File: config.mk
export PLATFORM = sky130hd
export DESIGN_NAME = serial_adder_n_flat
export DESIGN_NICKNAME = d
export VERILOG_FILES = /design/src/rtl/serial_adder_n_pkg.sv /design/src/rtl/serial_adder_n_if.sv /design/src/rtl/serial_adder_n_full_adder_bit.sv /design/src/rtl/serial_adder_n.sv /design/src/flat_wrapper.sv
export SDC_FILE = /design/constraint.sdc
export NUM_CORES = 1
export LEC_CHECK = 0
export CAP_MARGIN = 20
export CORE_ASPECT_RATIO = 1.4
export CORE_UTILIZATION = 40
export CTS_CLUSTER_DIAMETER = 80
export DETAILED_ROUTE_END_ITERATION = 16
export HOLD_SLACK_MARGIN = 0.02
export PLACE_DENSITY = 0.65
export REMOVE_ABC_BUFFERS = 1
export SETUP_SLACK_MARGIN = 0.15
export SLEW_MARGIN = 25
export SYNTH_ARGS = -nofsm -noshare
export SYNTH_HDL_FRONTEND = slang
export SYNTH_HIERARCHICAL = 1
export SYNTH_SLANG_ARGS = --single-unit
export TNS_END_PERCENT = 10
File: constraint.sdc
create_clock -name clk -period 2.05 [get_ports clk]
set_clock_uncertainty 0.15 [all_clocks]
set_input_delay 0.205 -clock clk [delete_from_list [all_inputs] [get_ports clk]]
set_output_delay 0.205 -clock clk [all_outputs]
set_load 0.02 [all_outputs]
File: src/rtl/serial_adder_n_pkg.sv
// Shared constants for the bit-serial adder/subtractor: FSM encodings and
// the default operand width.
package serial_adder_n_pkg;

  // FSM state encodings; 2'd3 is unused and decodes to IDLE.
  localparam logic [1:0] S_IDLE = 2'd0;
  localparam logic [1:0] S_RUN  = 2'd1;
  localparam logic [1:0] S_DONE = 2'd2;

  // Default operand/result width.
  localparam int DEFAULT_WIDTH = 8;

endpackage

File: src/rtl/serial_adder_n_if.sv
// Request/result bundle of the serial adder. The master drives the request
// and operands; the slave (the adder) returns status and result.
interface serial_adder_n_if #(
  parameter int WIDTH = serial_adder_n_pkg::DEFAULT_WIDTH
);

  logic             start;
  logic             sub;
  logic [WIDTH-1:0] a;
  logic [WIDTH-1:0] b;
  logic             cin;
  logic             busy;
  logic             done;
  logic [WIDTH-1:0] sum;
  logic             cout;
  logic             ovf;

  modport master (
    output start, sub, a, b, cin,
    input  busy, done, sum, cout, ovf
  );

  modport slave (
    input  start, sub, a, b, cin,
    output busy, done, sum, cout, ovf
  );

endinterface

File: src/rtl/serial_adder_n_full_adder_bit.sv
// One-bit full adder built from two half adders and an OR gate. This is the
// single arithmetic slice the serial adder reuses every RUN cycle.
module half_adder (
  output logic s,
  output logic c,
  input  logic x,
  input  logic y
);

  assign s = x ^ y;
  assign c = x & y;

endmodule

module full_adder_bit (
  output logic s,
  output logic co,
  input  logic x,
  input  logic y,
  input  logic ci
);

  logic s0_s;
  logic c0_s;
  logic c1_s;

  half_adder u_ha0 (.s(s0_s), .c(c0_s), .x(x),    .y(y));
  half_adder u_ha1 (.s(s),    .c(c1_s), .x(s0_s), .y(ci));

  assign co = c0_s | c1_s;

endmodule

File: src/rtl/serial_adder_n.sv
// Bit-serial adder/subtractor. Operands are latched on an accepted start and
// processed LSB first through one full-adder slice, one bit per clock, with
// the carry held in a flip-flop. Result is valid from the done pulse and
// held until the next accepted start.
module serial_adder_n
  import serial_adder_n_pkg::*;
#(
  parameter int WIDTH = DEFAULT_WIDTH
) (
  input  logic            clk,
  input  logic            reset,
  serial_adder_n_if.slave bus
);

  localparam int CW = $clog2(WIDTH);
  localparam logic [CW-1:0] CNT_LAST = CW'(WIDTH - 1);
  localparam logic [CW-1:0] CNT_ONE  = CW'(1);

  logic [1:0]       state_r;
  logic [1:0]       state_nxt_s;
  logic [CW-1:0]    cnt_r;
  logic [WIDTH-1:0] a_sh_r;
  logic [WIDTH-1:0] b_sh_r;
  logic [WIDTH-1:0] sum_r;
  logic             carry_r;
  logic             cout_r;
  logic             ovf_r;
  logic             busy_r;
  logic             done_r;
  logic             slice_s_s;
  logic             slice_co_s;
  logic             last_s;

  full_adder_bit u_fa (
    .s  (slice_s_s),
    .co (slice_co_s),
    .x  (a_sh_r[0]),
    .y  (b_sh_r[0]),
    .ci (carry_r)
  );

  assign last_s = (cnt_r == CNT_LAST);

  // Next-state decode; the illegal encoding falls back to IDLE.
  always_comb begin
    state_nxt_s = S_IDLE;
    case (state_r)
      S_IDLE: begin
        if (bus.start) begin
          state_nxt_s = S_RUN;
        end else begin
          state_nxt_s = S_IDLE;
        end
      end
      S_RUN: begin
        if (last_s) begin
          state_nxt_s = S_DONE;
        end else begin
          state_nxt_s = S_RUN;
        end
      end
      S_DONE:  state_nxt_s = S_IDLE;
      default: state_nxt_s = S_IDLE;
    endcase
  end

  // State register.
  always_ff @(posedge clk) begin
    if (reset) begin
      state_r <= S_IDLE;
    end else begin
      state_r <= state_nxt_s;
    end
  end

  // Datapath: operand load on accept, one bit per RUN cycle, flags on the last bit.
  always_ff @(posedge clk) begin
    if (reset) begin
      cnt_r   <= {CW{1'b0}};
      a_sh_r  <= {WIDTH{1'b0}};
      b_sh_r  <= {WIDTH{1'b0}};
      sum_r   <= {WIDTH{1'b0}};
      carry_r <= 1'b0;
      cout_r  <= 1'b0;
      ovf_r   <= 1'b0;
      busy_r  <= 1'b0;
      done_r  <= 1'b0;
    end else begin
      case (state_r)
        S_RUN: begin
          sum_r   <= {slice_s_s, sum_r[WIDTH-1:1]};
          a_sh_r  <= {1'b0, a_sh_r[WIDTH-1:1]};
          b_sh_r  <= {1'b0, b_sh_r[WIDTH-1:1]};
          carry_r <= slice_co_s;
          cnt_r   <= cnt_r + CNT_ONE;
          if (last_s) begin
            // Carry into the MSB is the carry FF of this cycle.
            cout_r <= slice_co_s;
            ovf_r  <= carry_r ^ slice_co_s;
            busy_r <= 1'b0;
            done_r <= 1'b1;
          end else begin
            busy_r <= 1'b1;
            done_r <= 1'b0;
          end
        end
        S_DONE: begin
          done_r <= 1'b0;
          busy_r <= 1'b0;
        end
        default: begin
          // IDLE (and the illegal encoding): wait for a request.
          done_r <= 1'b0;
          if ((state_r == S_IDLE) && bus.start) begin
            a_sh_r  <= bus.a;
            // Subtraction is a + ~b + 1; cin is ignored in that mode.
            b_sh_r  <= bus.sub ? ~bus.b : bus.b;
            carry_r <= bus.sub ? 1'b1 : bus.cin;
            cnt_r   <= {CW{1'b0}};
            cout_r  <= 1'b0;
            ovf_r   <= 1'b0;
            busy_r  <= 1'b1;
          end else begin
            busy_r <= 1'b0;
          end
        end
      endcase
    end
  end

  assign bus.busy = busy_r;
  assign bus.done = done_r;
  assign bus.sum  = sum_r;
  assign bus.cout = cout_r;
  assign bus.ovf  = ovf_r;

endmodule
File: src/flat_wrapper.sv
// flat-port wrapper written by rule: the top's interface ports become plain ports
module serial_adder_n_flat import serial_adder_n_pkg::*;
#(
  parameter int WIDTH = DEFAULT_WIDTH
)
  (clk, reset, bus_start, bus_sub, bus_a, bus_b, bus_cin, bus_busy, bus_done, bus_sum, bus_cout, bus_ovf);
  serial_adder_n_if #(.WIDTH(WIDTH)) bus_i ();
  input  logic clk;
  input  logic reset;
  input wire logic [$bits(bus_i.start)-1:0] bus_start;
  input wire logic [$bits(bus_i.sub)-1:0] bus_sub;
  input wire logic [$bits(bus_i.a)-1:0] bus_a;
  input wire logic [$bits(bus_i.b)-1:0] bus_b;
  input wire logic [$bits(bus_i.cin)-1:0] bus_cin;
  output wire logic [$bits(bus_i.busy)-1:0] bus_busy;
  output wire logic [$bits(bus_i.done)-1:0] bus_done;
  output wire logic [$bits(bus_i.sum)-1:0] bus_sum;
  output wire logic [$bits(bus_i.cout)-1:0] bus_cout;
  output wire logic [$bits(bus_i.ovf)-1:0] bus_ovf;
  assign bus_i.start = bus_start;
  assign bus_i.sub = bus_sub;
  assign bus_i.a = bus_a;
  assign bus_i.b = bus_b;
  assign bus_i.cin = bus_cin;
  assign bus_busy = bus_i.busy;
  assign bus_done = bus_i.done;
  assign bus_sum = bus_i.sum;
  assign bus_cout = bus_i.cout;
  assign bus_ovf = bus_i.ovf;
  serial_adder_n #(.WIDTH(WIDTH)) u_core (.clk(clk), .reset(reset), .bus(bus_i));
endmodule
==> results of run 1 <==
[repair_timing]
| item | CTS | global route |
|---|---|---|
| resized for setup | 0 | 1 |
| setup endpoints to repair | 0 | 2 |
| setup buffers | 0 | 0 |
| hold buffers | 0 | 0 |
[routing by layer]
layer,up-vias,global-route usage,wire (um)
li1,658,-,-
met4,0,0.07692,55
met2,24,0.2928,1669
met3,6,0.05422,128
met1,622,0.1819,1386
met5,-,0,0
[worst max path at each step]
| stage | startpoint | end | slack [ns] |
|---|---|---|---|
| 6_report | u_core/state_r[0] | u_core/a_sh_r[3] | 0.30 |
| 5_1_grt | u_core/state_r[0] | u_core/a_sh_r[2] | 0.18 |
| 4_1_cts | u_core/state_r[1] | u_core/a_sh_r[1] | 0.28 |
| 3_5_place_dp | bus_start | u_core/a_sh_r[1] | 0.19 |
| 3_3_place_gp | bus_start | u_core/carry_r | 0.29 |
| 2_1_floorplan | u_core/state_r[1] | u_core/b_sh_r[0] | -0.35 |
[area by class of cell]
type	instances	area (sq um)	area share
sequential	34	680.7	0.3352
clock buffer	7	86.33	0.04251
inverter	3	11.26	0.005545
tap	42	52.55	0.02588
multi-input combinational	116	814.5	0.4011
timing repair buffer	40	380.4	0.1873
clock inverter	1	5.005	0.002465
[Yosys cell counts (2+ instances only)]
cell type | count | area share
dfxtp_1 | 34 | 0.44
buf_4 | 2 | 0.0096
ha_1 | 7 | 0.056
or4_1 | 2 | 0.0096
nand2_1 | 12 | 0.029
mux2i_1 | 16 | 0.10
nor2b_1 | 3 | 0.012
nor2_1 | 10 | 0.024
a22o_1 | 7 | 0.039
clkbuf_1 | 6 | 0.014
xnor2_1 | 8 | 0.045
a311oi_1 | 7 | 0.039
nand2b_1 | 2 | 0.0080
o21ai_0 | 13 | 0.042
a21oi_1 | 17 | 0.054
inv_1 | 3 | 0.0072
buf_2 | 2 | 0.0064
[per-stage QoR]
stage | cells | util | instance area, sq um
3_5_place_dp | 235 | 0.5223 | 1937
2_1_floorplan | 153 | - | 1504
4_1_cts | 243 | 0.5469 | 2028
3_3_place_gp | 235 | 0.5223 | 1937
6_report | 243 | 0.5476 | 2031
5_1_grt | 243 | 0.5476 | 2031
[logic make-up after synthesis]
logic type / synth area share
fa+ha+maj: 0.05604
buf+inv: 0.04483
xor+xnor: 0.05044
compound gates: 0.1954
simple gates: 0.1153
flops: 0.4355
mux: 0.1025
[power groups by stage]
stage	registers, mW	logic [mW]	clock network (mW)
finish	0.728	0.255	0.492
global route	0.732	0.280	0.546
CTS	0.727	0.256	0.513
detailed placement	0.742	0.255	0
global placement	0.740	0.247	0
floorplan	0.741	0.145	0
[state kept, by name (all words and copies together) (netlist names), 2 cells and up]
register        count
u_core/a_sh_r       8
u_core/b_sh_r       8
u_core/bus.sum      8
u_core/cnt_r        3
u_core/state_r      2
[worst max-delay path, delay by kind of cell (launching register included)]
family                   cells  cell delay, ns
flip-flops                   1            0.34
buffers and inverters        3            0.42
adder cells (fa/ha/maj)      1            0.37
AO/OA/AOI/OAI                2            0.36
==> metrics.csv, run 1 <==
stage,metric,value,unit
die,ios,33,
cts,tritoncts,yes,
yosys,ys_types,30,
pwr,clkPwrFrac,0.334,
cts,numCtsBuffers,5,
sta,final_max_slew_viol_count,0,
critical_path,start_kind,register,
route,drc,0,
layout,drive_above_1_share,0.08955,
sta,finalSetupViolCount,0,
sta,worstMarginPinSlew,0.4855,ns
layout,final_common_cell,dfxtp_1,
global_route,grt_use_total,0.1724,
worst_hold_path,min_from,u_core/b_sh_r[7],
pwr,p_seq_frac,0.493,
critical_path,rr_worst_depth,6,
route,drtPass1Iterations,4,
cts,clkSinkCount,34,
critical_path,reg2reg_to,u_core/a_sh_r[3],
yosys,syn_area_per_cell,9.529,sq um
worst_hold_path,hold_class,register to register,
yosys,synthCells,164,
sta,setup_tns,0,ns
pwr,switching_share,0.2482,
route,postRouteAntennaNets,0,
sta,finalHoldViolCount,0,
cts,cts_root_buffer,clkbuf_8,
global_route,grt_antenna_before_repair,0,
sta,fin_hold_ws,0.3249,ns
yosys,synth_seq_area_share,0.4355,
route,wl_per_cell,13.33,um
cts,cts_buffer_depth,2,
route,via_count,1310,
critical_path,crit_chain,inv_1 -> ha_1 -> inv_1 -> buf_4 -> a21oi_1 -> a311oi_1,
place,post-dp-hpwl,2316,um
critical_path,slowest_delay,0.37,ns
global_route,grt_max_degree,28,
route,vias_per_cell,5.391,
route,drt_iter0_markers,27,
global_route,grt_pass1_wl,5306,um
pwr,p_switching,0.3660,mW
sta,fmax,572.8,MHz
pwr,ir_worst_vdd,0.6248,mV
pwr,p_leak,0.7764,nW
pwr,finalPower,1.474,mW
pwr,p_per_area,726.0,mW/mm^2
yosys,synth_seq_cells,34,
place,pre_cts_slack,0.1888,ns
sta,fin_crit_sh,0.8516,
die,die_w,54.83,um
critical_path,critPathRequiredTime,2.07,ns
place,numPortBuffers,32,
die,dieArea,0.004164,sq mm
yosys,synth_flop_cell,dfxtp_1,
pwr,comb_power_share,0.173,
layout,area_growth,29.94,%
place,place.gp.congestion,0.7741,
sta,finalCriticalPeriod,1.746,ns
sta,setup_slack,0.3042,ns
critical_path,reg2reg_from,u_core/state_r[0],
cts,clk_latency,0.28,ns
worst_hold_path,hold_path_depth,2,
critical_path,worst-path-max-fanout,15,
sta,rsz0062_at_grt,false,
die,die_y,75.96,um
run_status,status,finished clean,
layout,mostFrequentLayoutCells,"dfxtp_1 (34), clkdlybuf4s50_1 (32), a21oi_1 (17)",
sta,maxSlewHeadroom,0.6763,
layout,final_nets,228,
worst_hold_path,holdPathEnd,u_core/b_sh_r[7],
critical_path,cp-end-kind,register,
yosys,synth_edf_count,0,
die,coreArea,0.003709,sq mm
flow_run,cap_violations,0,
critical_path,cp.arrival,1.77,ns
pwr,p_int,1.108,mW
critical_path,slowest_stage,ha_1,
global_route,grt.overflow.total,0,
yosys,async_flop_share,0,
layout,antenna_cells,0,
cts,cts_htree_levels,2,
yosys,yosysWarnings,6,
die,initial_core_util,0.4214,
yosys,synth.cell_area,0.001563,sq mm
critical_path,critical_path_class,register to register,
critical_path,cpMostUsedCell,inv_1,
route,wirelength,3239,um
critical_path,ff2ff_setup_slack,0.30,ns
die,row_count,26,
cts,clk_pin_slew,0.06,ns
layout,n_fill_cell,365,
global_route,first_global_vias,1275,
(Power assumes the default switching activity.)
==> run 2, diff against run 1 <==
clock period = 1.82 ns   (was 2.05 ns; I/O delays follow)
==> run 2 against run 1 <==
Final cell count up 1.2%. Critical path depth unchanged. Via count unchanged. Clock-buffer cell count unchanged. Fmax up 4.2%. Die area unchanged. Sequential cell count unchanged. First-iteration DRC count unchanged. Global-route usage up 0.75 points.
==> metrics.csv, run 2 (synthesis results as in run 1) <==
stage,metric,value,unit
worst_hold_path,hold_class,register to register,
die,die_y,75.96,um
critical_path,cp-end-kind,register,
route,drt_iter0_markers,27,
global_route,grt_pass1_wl,5533,um
cts,cts_root_buffer,clkbuf_8,
cts,clk_latency,0.28,ns
pwr,p_per_area,817.6,mW/mm^2
critical_path,worstSetupStartpoint,u_core/b_sh_r[0],
global_route,grt.overflow.total,0,
layout,ff_latch_area,681.9,sq um
die,die_w,54.83,um
critical_path,worst-path-max-fanout,3,
route,via_count,1310,
layout,final_cells,246,
die,row_count,26,
layout,antenna_cells,0,
route,drc,0,
critical_path,cp.arrival,1.69,ns
cts,cts_htree_levels,2,
sta,finalCriticalPeriod,1.676,ns
place,numPortBuffers,32,
die,ios,33,
place,post-dp-hpwl,2337,um
cts,clk_pin_slew,0.07,ns
sta,finalHoldViolCount,0,
sta,final_max_slew_viol_count,0,
sta,rsz0062_at_grt,true,
critical_path,start_kind,register,
route,wl_per_cell,13.31,um
cts,tritoncts,yes,
pwr,ir_worst_vdd,0.6361,mV
die,dieArea,0.004164,sq mm
layout,mostFrequentLayoutCells,"dfxtp_1 (33), clkdlybuf4s50_1 (32), a21oi_1 (16), mux2i_1 (16), o21ai_0 (13)",
cts,numCtsBuffers,5,
critical_path,rr_worst_depth,6,
sta,fmax,596.8,MHz
sta,finalSetupViolCount,0,
critical_path,slowest_stage,dfxtp_2,
die,initial_core_util,0.4214,
global_route,first_global_vias,1277,
critical_path,reg2reg_from,u_core/b_sh_r[0],
place,place.gp.congestion,0.8169,
global_route,grt_antenna_before_repair,0,
route,vias_per_cell,5.325,
route,drtPass1Iterations,4,
sta,worstMarginPinSlew,0.4587,ns
sta,maxSlewHeadroom,0.6926,
layout,final_common_cell,dfxtp_1,
critical_path,reg2reg_to,u_core/bus.ovf,
place,place_inst,238,
flow_run,cap_violations,0,
critical_path,critPathRequiredTime,1.84,ns
layout,final_nets,231,
cts,holdBufCountCts,0,
pwr,finalPower,1.692,mW
global_route,grt_max_degree,28,
layout,area_growth,32.43,%
sta,fin_crit_sh,0.9207,
critical_path,ff2ff_setup_slack,0.14,ns
critical_path,critical_path_class,register to register,
cts,clkSinkCount,34,
die,coreArea,0.003709,sq mm
run_status,status,finished clean,
global_route,grt_use_total,0.1799,
pwr,p_leak,0.7924,nW
route,wirelength,3275,um
layout,n_fill_cell,374,
critical_path,crit_chain,ha_1 -> ha_1 -> or2_4 -> xor2_1 -> a32oi_1 -> a21oi_1,
cts,cts_buffer_depth,2,
sta,fin_hold_ws,0.3311,ns
route,postRouteAntennaNets,0,
critical_path,cpMostUsedCell,ha_1,
critical_path,slowest_delay,0.32,ns
layout,drive_above_1_share,0.1275,
critical_path,critPathCapture,u_core/bus.ovf,
layout,multiInputGateArea,825.8,sq um
## run 2: cell count changes in the layout (fill, tap and decap cells not counted)
cell / delta
a21oi_2: +1
ha_1: -1
dfxtp_2: +1
or2_1: -1
buf_6: +1
or2_4: +1
a21oi_1: -1
ha_2: +1
dfxtp_1: -1
buf_4: +2
nor2b_1: -1
nor2b_2: +1
## run 2: critical path, delay by kind of cell (launching register included)
family	cells	cell delay [ns]
AO/OA/AOI/OAI	2	0.23
XOR/XNOR	1	0.14
adder cells (fa/ha/maj)	2	0.46
flip-flops	1	0.32
AND/OR/NAND/NOR	1	0.26
## run 2: routing by layer
metal | vias up | global-route usage | share of wire
met3 | 7 | 0.06024 | 0.045
met1 | 611 | 0.2063 | 0.43
met2 | 28 | 0.2952 | 0.51
li1 | 664 | - | -
met5 | - | 0 | 0
met4 | 0 | 0.06410 | 0.015
## run 2: worst min-delay path by stage
stage | start | end | slack, ns | depth (start not counted)
6_report | u_core/b_sh_r[7] | u_core/b_sh_r[7] | 0.33 | 2
5_1_grt | u_core/b_sh_r[7] | u_core/b_sh_r[7] | 0.35 | 2
4_1_cts | u_core/b_sh_r[7] | u_core/b_sh_r[7] | 0.33 | 2
3_5_place_dp | u_core/b_sh_r[5] | u_core/b_sh_r[5] | 0.31 | 1
3_3_place_gp | u_core/b_sh_r[6] | u_core/b_sh_r[6] | 0.31 | 1
2_1_floorplan | reset | u_core/a_sh_r[7] | 0.10 | 1
## run 2: repair_timing
action,4_1_cts,5_1_grt
endpoints found under the setup margin,4,21
pin swaps,0,2
setup buffers,0,0
gates resized for setup,0,7
## run 2: metrics by stage
stage,setup TNS [ns],instance area (sq um),setup WS (ns),util
after floorplan,-10.03,1504,-0.5806,-
after global placement,0,1959,0.1328,0.5283
after detailed placement,0,1959,0.08147,0.5283
after CTS,0,2051,0.1227,0.5530
after global routing,0,2069,0.09583,0.5580
final,0,2069,0.1443,0.5580
## run 2: report_power, final
group,internal [mW],switching (mW)
Sequential,0.793,0.0271
Combinational,0.161,0.136
Clock,0.305,0.270
Total,1.26,0.434
## run 2: area by class of cell
type / count / area share
multi-input cells: 116 / 0.3990
well taps: 42 / 0.02539
clock buffers: 7 / 0.04172
repair buffers: 43 / 0.1965
inverters: 3 / 0.005441
flip-flops and latches: 34 / 0.3295
clock inverters: 1 / 0.002418
